[src/rtl/wb_pkg.sv]
// Shared Wishbone types: burst-target FSM states and the request/response
// records also used by the interconnect.
package wb_pkg;
   localparam int WB_WORD_BYTES = 4;
   localparam int WB_BL_W       = 10;

   typedef enum logic [2:0] {
      ST_IDLE     = 3'd0,
      ST_WR_BURST = 3'd1,
      ST_RD_BURST = 3'd2,
      ST_ERR      = 3'd3,
      ST_DONE     = 3'd4
   } wbt_state_e;

   typedef struct packed {
      logic [31:0]        dat;
      logic [31:0]        adr;
      logic [3:0]         sel;
      logic [WB_BL_W-1:0] bl;
      logic               bry;
      logic               we;
      logic               cyc;
      logic               stb;
   } wb_req_t;

   typedef struct packed {
      logic [31:0] dat;
      logic        ack;
      logic        lack;
      logic        err;
   } wb_rsp_t;
endpackage

[src/rtl/wb_burst_target_if.sv]
// Wishbone slave-port bundle with burst qualifiers (bl/bry) and last-beat ack.
interface wb_burst_target_if #(parameter int BL_W = 10);
   logic [31:0]     wbs_dat_i;
   logic [31:0]     wbs_adr_i;
   logic [3:0]      wbs_sel_i;
   logic [BL_W-1:0] wbs_bl_i;
   logic            wbs_bry_i;
   logic            wbs_we_i;
   logic            wbs_cyc_i;
   logic            wbs_stb_i;
   logic [31:0]     wbs_dat_o;
   logic            wbs_ack_o;
   logic            wbs_lack_o;
   logic            wbs_err_o;

   modport master (
      output wbs_dat_i, wbs_adr_i, wbs_sel_i, wbs_bl_i, wbs_bry_i, wbs_we_i, wbs_cyc_i, wbs_stb_i,
      input  wbs_dat_o, wbs_ack_o, wbs_lack_o, wbs_err_o
   );

   modport slave (
      input  wbs_dat_i, wbs_adr_i, wbs_sel_i, wbs_bl_i, wbs_bry_i, wbs_we_i, wbs_cyc_i, wbs_stb_i,
      output wbs_dat_o, wbs_ack_o, wbs_lack_o, wbs_err_o
   );
endinterface

[src/rtl/wb_burst_addr_gen.sv]
// Burst address walker: loads start word and beat count, steps once per beat.
module wb_burst_addr_gen #(
   parameter int MEM_AW = 8,
   parameter int BL_W   = 10
) (
   input  logic              clk_i,
   input  logic              rst_n,
   input  logic              load,
   input  logic              step,
   input  logic [MEM_AW-1:0] start_addr,
   input  logic [BL_W-1:0]   beats,
   output logic [MEM_AW-1:0] cur_addr,
   output logic [BL_W-1:0]   remaining,
   output logic              last,
   output logic              empty
);
   always_ff @(posedge clk_i) begin
      if (!rst_n) begin
         cur_addr  <= '0;
         remaining <= '0;
      end else if (load) begin
         cur_addr  <= start_addr;
         remaining <= beats;
      end else if (step) begin
         cur_addr  <= cur_addr + MEM_AW'(1);
         remaining <= remaining - BL_W'(1);
      end
   end

   assign last  = (remaining == BL_W'(1));
   assign empty = (remaining == '0);
endmodule

[src/rtl/wb_burst_target.sv]
// Wishbone burst responder: turns bl/bry bursts into single-port SRAM word
// accesses; writes ack combinationally, reads ack one cycle after issue.
module wb_burst_target
   import wb_pkg::*;
#(
   parameter logic [31:0] BASE_ADDR = 32'h0000_0000,
   parameter int          MEM_AW    = 8,
   parameter int          BL_W      = 10
) (
   input  logic              clk_i,
   input  logic              rst_n,
   wb_burst_target_if.slave  wbs,
   output logic              mem_req_o,
   output logic              mem_we_o,
   output logic [MEM_AW-1:0] mem_addr_o,
   output logic [3:0]        mem_be_o,
   output logic [31:0]       mem_wdata_o,
   input  logic [31:0]       mem_rdata_i
);
   localparam int WSH = $clog2(WB_WORD_BYTES);

   wbt_state_e        state, state_nxt;
   logic              req_go, range_err;
   logic [31:0]       off;
   logic [BL_W-1:0]   n_beats;
   logic [32:0]       span;
   logic [MEM_AW-1:0] cur_addr;
   logic [BL_W-1:0]   remaining;
   logic              last, empty;
   logic              wr_beat, rd_issue;
   logic              rd_ack_q, rd_lack_q;
   wb_rsp_t           rsp;

   assign req_go  = wbs.wbs_cyc_i & wbs.wbs_stb_i;
   assign off     = wbs.wbs_adr_i - BASE_ADDR;
   assign n_beats = (wbs.wbs_bl_i == '0) ? BL_W'(1) : wbs.wbs_bl_i;
   // Wide sum so an overflowing burst is caught instead of wrapping the window
   assign span      = 33'(off >> WSH) + 33'(n_beats);
   assign range_err = (wbs.wbs_adr_i < BASE_ADDR) || (span > (33'(1) << MEM_AW));

   assign wr_beat  = rst_n && (state == ST_WR_BURST) && req_go && wbs.wbs_bry_i;
   assign rd_issue = rst_n && (state == ST_RD_BURST) && wbs.wbs_cyc_i && wbs.wbs_bry_i && !empty;

   wb_burst_addr_gen #(.MEM_AW(MEM_AW), .BL_W(BL_W)) u_addr_gen (
      .clk_i      (clk_i),
      .rst_n      (rst_n),
      .load       ((state == ST_IDLE) && req_go),
      .step       (wr_beat | rd_issue),
      .start_addr (MEM_AW'(off >> WSH)),
      .beats      (n_beats),
      .cur_addr   (cur_addr),
      .remaining  (remaining),
      .last       (last),
      .empty      (empty)
   );

   always_comb begin
      state_nxt = state;
      case (state)
         ST_IDLE:     if (req_go) state_nxt = range_err ? ST_ERR :
                                              (wbs.wbs_we_i ? ST_WR_BURST : ST_RD_BURST);
         ST_WR_BURST: if (wr_beat && last) state_nxt = ST_DONE;
         ST_RD_BURST: if (rd_lack_q) state_nxt = ST_DONE;
         ST_ERR:      state_nxt = ST_DONE;
         ST_DONE:     if (!wbs.wbs_stb_i) state_nxt = ST_IDLE;
         default:     state_nxt = ST_IDLE;
      endcase
      if (state != ST_IDLE && !wbs.wbs_cyc_i) state_nxt = ST_IDLE;
   end

   always_ff @(posedge clk_i) begin
      if (!rst_n) begin
         state     <= ST_IDLE;
         rd_ack_q  <= 1'b0;
         rd_lack_q <= 1'b0;
      end else begin
         state     <= state_nxt;
         rd_ack_q  <= rd_issue;
         rd_lack_q <= rd_issue & last;
      end
   end

   // Read data is taken straight from the backend in the registered-ack cycle;
   // dropping cyc squashes an ack still in flight.
   always_comb begin
      rsp = '0;
      if (wr_beat) begin
         rsp.ack  = 1'b1;
         rsp.lack = last;
      end
      if (rst_n && rd_ack_q && wbs.wbs_cyc_i) begin
         rsp.dat  = mem_rdata_i;
         rsp.ack  = 1'b1;
         rsp.lack = rd_lack_q;
      end
      rsp.err = rst_n && (state == ST_ERR);
   end

   assign wbs.wbs_dat_o  = rsp.dat;
   assign wbs.wbs_ack_o  = rsp.ack;
   assign wbs.wbs_lack_o = rsp.lack;
   assign wbs.wbs_err_o  = rsp.err;

   assign mem_req_o   = wr_beat | rd_issue;
   assign mem_we_o    = wr_beat;
   assign mem_addr_o  = mem_req_o ? cur_addr : '0;
   assign mem_be_o    = wr_beat ? wbs.wbs_sel_i : 4'h0;
   assign mem_wdata_o = wr_beat ? wbs.wbs_dat_i : 32'h0;
endmodule

[src/flat_wrapper.sv]
// flat-port wrapper written by rule: the top's interface ports become plain ports
module wb_burst_target_flat import wb_pkg::*;
#(
   parameter logic [31:0] BASE_ADDR = 32'h0000_0000,
   parameter int          MEM_AW    = 8,
   parameter int          BL_W      = 10
)
  (clk_i, rst_n, mem_req_o, mem_we_o, mem_addr_o, mem_be_o, mem_wdata_o, mem_rdata_i, wbs_wbs_dat_i, wbs_wbs_adr_i, wbs_wbs_sel_i, wbs_wbs_bl_i, wbs_wbs_bry_i, wbs_wbs_we_i, wbs_wbs_cyc_i, wbs_wbs_stb_i, wbs_wbs_dat_o, wbs_wbs_ack_o, wbs_wbs_lack_o, wbs_wbs_err_o);
  wb_burst_target_if #(.BL_W(BL_W)) wbs_i ();
  input  logic clk_i;
  input  logic rst_n;
  output logic mem_req_o;
  output logic mem_we_o;
  output logic [MEM_AW-1:0] mem_addr_o;
  output logic [3:0] mem_be_o;
  output logic [31:0] mem_wdata_o;
  input  logic [31:0] mem_rdata_i;
  input wire logic [$bits(wbs_i.wbs_dat_i)-1:0] wbs_wbs_dat_i;
  input wire logic [$bits(wbs_i.wbs_adr_i)-1:0] wbs_wbs_adr_i;
  input wire logic [$bits(wbs_i.wbs_sel_i)-1:0] wbs_wbs_sel_i;
  input wire logic [$bits(wbs_i.wbs_bl_i)-1:0] wbs_wbs_bl_i;
  input wire logic [$bits(wbs_i.wbs_bry_i)-1:0] wbs_wbs_bry_i;
  input wire logic [$bits(wbs_i.wbs_we_i)-1:0] wbs_wbs_we_i;
  input wire logic [$bits(wbs_i.wbs_cyc_i)-1:0] wbs_wbs_cyc_i;
  input wire logic [$bits(wbs_i.wbs_stb_i)-1:0] wbs_wbs_stb_i;
  output wire logic [$bits(wbs_i.wbs_dat_o)-1:0] wbs_wbs_dat_o;
  output wire logic [$bits(wbs_i.wbs_ack_o)-1:0] wbs_wbs_ack_o;
  output wire logic [$bits(wbs_i.wbs_lack_o)-1:0] wbs_wbs_lack_o;
  output wire logic [$bits(wbs_i.wbs_err_o)-1:0] wbs_wbs_err_o;
  assign wbs_i.wbs_dat_i = wbs_wbs_dat_i;
  assign wbs_i.wbs_adr_i = wbs_wbs_adr_i;
  assign wbs_i.wbs_sel_i = wbs_wbs_sel_i;
  assign wbs_i.wbs_bl_i = wbs_wbs_bl_i;
  assign wbs_i.wbs_bry_i = wbs_wbs_bry_i;
  assign wbs_i.wbs_we_i = wbs_wbs_we_i;
  assign wbs_i.wbs_cyc_i = wbs_wbs_cyc_i;
  assign wbs_i.wbs_stb_i = wbs_wbs_stb_i;
  assign wbs_wbs_dat_o = wbs_i.wbs_dat_o;
  assign wbs_wbs_ack_o = wbs_i.wbs_ack_o;
  assign wbs_wbs_lack_o = wbs_i.wbs_lack_o;
  assign wbs_wbs_err_o = wbs_i.wbs_err_o;
  wb_burst_target #(.BASE_ADDR(BASE_ADDR), .MEM_AW(MEM_AW), .BL_W(BL_W)) u_core (.clk_i(clk_i), .rst_n(rst_n), .wbs(wbs_i), .mem_req_o(mem_req_o), .mem_we_o(mem_we_o), .mem_addr_o(mem_addr_o), .mem_be_o(mem_be_o), .mem_wdata_o(mem_wdata_o), .mem_rdata_i(mem_rdata_i));
endmodule
[config.mk]
export PLATFORM = sky130hd
export DESIGN_NAME = wb_burst_target_flat
export DESIGN_NICKNAME = d
export VERILOG_FILES = /design/src/rtl/wb_pkg.sv /design/src/rtl/wb_burst_target_if.sv /design/src/rtl/wb_burst_addr_gen.sv /design/src/rtl/wb_burst_target.sv /design/src/flat_wrapper.sv
export SDC_FILE = /design/constraint.sdc
export NUM_CORES = 1
export LEC_CHECK = 0
export BUFFER_PORTS_ARGS = -buffer_cell sky130_fd_sc_hd__clkbuf_2
export CAP_MARGIN = 25
export CORE_MARGIN = 8
export CORE_UTILIZATION = 45
export DETAILED_ROUTE_END_ITERATION = 6
export PLACE_DENSITY = 0.87
export SYNTH_ARGS = -nofsm -noshare
export SYNTH_HDL_FRONTEND = slang
export SYNTH_SLANG_ARGS = --single-unit
[constraint.sdc]
create_clock -name clk_i -period 10.7 [get_ports clk_i]
set_input_delay 2.14 -clock clk_i [delete_from_list [all_inputs] [get_ports clk_i]]
set_output_delay 2.14 -clock clk_i [all_outputs]
set_load 0.005 [all_outputs]
# --- Yosys cells after proc, flatten, opt, wreduce, memory -nomap -nowiden ---
# Cells that the tools add are included.
word_totals:
  ff_bits: 23
  inputBits: 116
  out_inout_bits: 81
  word_cells: 63
op_classes:
  add_sub_neg: 3
  order_cmp: 2
  n_eq_ne: 9
  n_mux: 17
  bitwise: 4
  n_reduce_logical: 23
op_table:
  columns: ["cell", "count"]
  rows:
  - ["$mux 34", 1]
  - ["$gt 33x9->1 const B", 1]
  - ["$lt 32x1->1 const B", 1]
  - ["$mux 32", 1]
  - ["$add 30x10->31", 1]
  - ["$mux 10", 3]
  - ["$mux 8", 3]
  - ["$logic_not 10->1", 2]
  - ["$mux 3", 5]
  - ["$pmux 3 s5", 1]
  - ["$logic_and 1x1->1", 13]
  - ["$eq 10x1->1 const B", 1]
  - ["$sub 10x1->10 const B", 1]
  - ["$add 8x1->8 const B", 1]
  - ["$eq 3x2->1 const B", 2]
  - ["$mux 2", 2]
  - ["$mux 4", 1]
  - ["$ne 2x1->1 const B", 2]
  - ["$ne 2x2->1 const B", 2]
  - ["$reduce_and 4->1", 1]
  - ["$eq 3x1->1 const B", 1]
  - ["$eq 3x3->1 const B", 1]
  - ["$logic_not 3->1", 1]
  - ["$reduce_bool 3->1", 1]
  - ["other kinds (7)", 9]

# --- Logic depth before layout (Yosys ltp) ---
depth:
  ltp_word: 8
  ltp_mapped: 14
  ltp_nobuf: 14

# --- Cells and area by module ---
# From an unflattened synthesis, not the netlist that was laid out.
unflattened:
  hier_cells: 401
  area_unflattened_um2: 2850.2
by_module_without_submodules:
  columns: ["module", "n_inst", "cells_each", "area_per_inst_um2", "seq_area_each_um2"]
  rows:
  - ["wb_burst_target", 1, 284, 1866.8, 100.1]
  - ["wb_burst_addr_gen", 1, 117, 983.4, 360.3]

# --- Worst setup path before layout ---
# Ideal clock, no wire load.
synth_path:
  path_type: "input to output"
  start: "input wbs_wbs_stb_i"
  end: "output mem_addr_o[1]"
  arrival_ns: 3.239
  required_ns: 8.560
  path_slack_ns: 5.321
  stages: 7
  n_path_buf: 1
  cell_sequence: "nor2b_1 nand2_1 nor2_1 nor2_2 inv_2 clkbuf_1 and2_1"
synth_between:
  elab_chain_cells: 5
synth_lines:
  columns: ["element", "line_no", "source"]
  rows:
  - ["start, declared", "flat_wrapper.sv:25", "input wire logic [$bits(wbs_i.wbs_stb_i)-1:0] wbs_wbs_stb_i;"]
  - ["$and 1x1->1", "wb_burst_target.sv:34", "assign req_go = wbs.wbs_cyc_i & wbs.wbs_stb_i;"]
  - ["$logic_and 1x1->1 (2 in a row)", "wb_burst_target.sv:41", "assign wr_beat = rst_n && (state == ST_WR_BURST) && req_go && wbs.wbs_bry_i;"]
  - ["$or 1x1->1", "wb_burst_target.sv:104", "assign mem_req_o = wr_beat | rd_issue;"]
  - ["named net mem_req_o", "flat_wrapper.sv:12", "output logic mem_req_o;"]
  - ["$mux 8", "wb_burst_target.sv:106", "assign mem_addr_o = mem_req_o ? cur_addr : '0;"]
  - ["end, declared", "flat_wrapper.sv:14", "output logic [MEM_AW-1:0] mem_addr_o;"]
# The timed path passes the listed nets, and every way through them passes these cells.

# --- Final worst setup path ---
layout_path:
  start: "input rst_n"
  end: "output mem_addr_o[4]"
layout_between:
  elab_chain_cells: 6
  elab_cells_between_ends: 9
  cone_classes: "mux (1); bitwise (1); reduce/logical (7)"
layout_lines:
  columns: ["element", "line_no", "source"]
  rows:
  - ["start, declared", "flat_wrapper.sv:11", "input logic rst_n;"]
  - ["$logic_and 1x1->1 (4 in a row)", "wb_burst_target.sv:42", "assign rd_issue = rst_n && (state == ST_RD_BURST) && wbs.wbs_cyc_i && wbs.wbs_bry_i && !empty;"]
  - ["$or 1x1->1 *", "wb_burst_target.sv:104", null]
  - ["$mux 8 *", "wb_burst_target.sv:106", null]
# Every way passes the cells marked *; elsewhere a longest branch is shown, timed or not.

==> flow_summary.ini <==
[status]
outcome = completed

[yosys]
async_flop_share_pct = 0
synthesis.area_mm2 = 0.00282
yosys_warnings = 0
yosysSeqAreaShare_pct = 16.4
syn_area_per_cell_um2 = 6.82
ys_types = 63
syn-num-nets = 543
synth-edff-count = 0
yosys_most_used_dff = dfxtp_1
synthCells = 413
synth-seq-cells = 23

[power]
ir_worst_vdd_v = 0.0000539
total_power_w = 0.000269
power_leakage_nw = 1.92
power_density_mw_per_mm2 = 70.1

[placed_design]
dp.cells = 658
io_buffers = 194
gp_congestion = 0.912
dp_hpwl_um = 8970
postPlaceCellArea_mm2 = 0.00378

[global_routing]
grtUsageMet2_pct = 39.5
gr-usage-met3_pct = 3.54
met1_usage_pct = 25.4
grt_pass1_wl_um = 16200
grt_pass1_vias = 3467
overflow = 0
grt_busiest_layer = met2
track_usage_pct = 21.5
grt_start_max_net_pins = 42
antenna_found_initial = 0

[setup_path]
crit_fanout = 39
timing.rr.start = u_core.u_addr_gen.remaining[2]$_SDFFE_PN0P_
end_kind = output port
worst-endpoint-arrival_ns = 3.81
r2r_cells = 8
worst_setup_path_start_kind = primary input
r2r_end = u_core.u_addr_gen.cur_addr[0]$_SDFFE_PN0P_
reg2reg_slack_ns = 7.93
critical_path_class = in2out
cp.required_ns = 8.56

[cells_and_area]
nets = 717
drive_gt1_share_pct = 36.2
fin_area_mm2 = 0.00384
syn_to_final_growth_pct = 36.4
nFillCells = 559
fin_util_pct = 61.9
stdcell_count = 663
seq_area_um2 = 460
diodes = 0
final_common_cell = clkbuf_2
multi_input_area_mm2 = 0.00220
final_cell_mix = clkbuf_2 (194), and2_1 (77), nor2_1 (32), nand2_1 (32), a21oi_1 (26)

[routing]
drtIter0Drc = 300
firstDrtPassIters = 5
wl_per_cell_um = 16.1
vias_per_cell = 5.60
antenna_left = 0
drt_drc_violations_left = 0
vias = 3715
finalWirelength_um = 10700

[timing]
min_period_over_period_pct = 55.6
min_period_ns = 5.95
tightest_slew_ns = 0.749
fin_skew_ns = 0.00344
slew_headroom_pct = 50.1
rsz0062_at_grt = no
finalHoldViolCount = 0
fmax_mhz = 168
finalSetupViolations = 0
drv_slew = 0
finalSetupTns_ns = 0

[worst_hold_path]
min_path_cells = 2
min_path_type = reg2reg
hold_end = u_core.u_addr_gen.remaining[9]$_SDFFE_PN0P_
worstHoldStart = u_core.u_addr_gen.remaining[9]$_SDFFE_PN0P_

[clock_network]
cts_made_buffers = 3
clk_pin_slew_worst_paths_ns = 0.08
cts_setup_buffers = 0
cts_tree = done
post_cts_resized = 0
cts_hold_buf = 0
root_buffer = clkbuf_8
clk_path_buf_depth = 2
clock_sinks = 23
htree_levels = 1
clock_latency_ns = 0.27

[floorplan]
die-area_mm2 = 0.00904
chipWidth_um = 95.1
core_mm2 = 0.00620
die_h_um = 95.1
start_util_pct = 45.4
ios = 197
fp-row-count = 29

[job]
maxCapViolations = 0
==> routing by layer <==
layer | wire [um] | share of wire, %
met5 | 0 | 0
met4 | 144 | 1.3
met3 | 948 | 8.9
met2 | 5450 | 51
met1 | 4140 | 39
==> flip-flops by register name (all words and copies together) (netlist names) <==
name and count:
u_core.rd_ack_q 1, u_core.rd_lack_q 1, u_core.state 3, u_core.u_addr_gen.cur_addr 8, u_core.u_addr_gen.remaining 10
==> worst max path at each step <==
stage	from	end	slack [ns]
6_report	rst_n	mem_addr_o[4]	4.75
5_1_grt	rst_n	mem_addr_o[4]	4.55
4_1_cts	rst_n	mem_addr_o[4]	4.16
3_5_place_dp	rst_n	mem_addr_o[4]	4.16
3_3_place_gp	rst_n	mem_addr_o[4]	4.28
2_1_floorplan	wbs_wbs_stb_i	mem_addr_o[1]	5.32
==> layout make-up <==
class,count,share of cell area [%]
well taps,77,2.51
repair buffers,195,25.7
inverters,15,1.47
multi-input cells,349,57.2
clock buffers,4,1.17
flip-flops and latches,23,12.0
==> cell usage after synthesis (all sizes together), types with 3 or more instances <==
cell type   n  area [um^2]
and2       78          490
nor2       34          130
nand2      32          120
o21ai      27          135
a21oi      26          130
clkbuf     23         87.6
dfxtp      23          460
nand4      15         93.8
inv        14         52.6
nor3       14         75.1
ha         13          163
nand3      13         65.1
a311oi      5         50.0
a31oi       5         31.3
and3        5         31.3
nand2b      5         31.3
nand3b      5         37.5
or4         5         41.3
a211oi      4         30.0
nor4        4         40.0
o2111ai     4         35.0
o221ai      4         35.0
or3         4         25.0
xor2        4         35.0
a22oi       3         22.5
buf         3         17.5
nor2b       3         18.8
o22ai       3         18.8
o31ai       3         22.5
==> critical path: stages <==
cell and delay (ns):
clkbuf_2 0.22, nand3_1 0.20, nor2_2 0.08, buf_8 0.17, nor2_2 0.40, inv_2 0.24, nand2_1 0.15, inv_1 0.08
clkbuf_2 0.11
==> kinds of logic (layout without fill, tap and decap cells) <==
group	count (synthesis)	after routing	share of synthesized area [%]
flops	23	23	16.4
fa+ha+maj	14	14	6.49
mux	4	4	1.51
xor+xnor	6	6	1.87
simple gates	227	227	45.6
compound gates	98	98	22.4
buf+inv	41	214	5.73
==> power breakdown <==
group,leakage (nW),switching [W],internal [W]
clock,0.0228,0.0000286,0.0000266
combinational,1.71,0.0000611,0.0000487
sequential,0.188,0.0000101,0.0000940
==> metrics by stage <==
stage               setup slack [ns]  hold slack, ns
global route                    4.55           0.517
global placement                4.28           0.464
detailed placement              4.16           0.472
CTS                             4.16           0.485
floorplan                       5.32           0.451
finish                          4.75           0.489
Note: power is estimated with default switching activity, not from simulation.
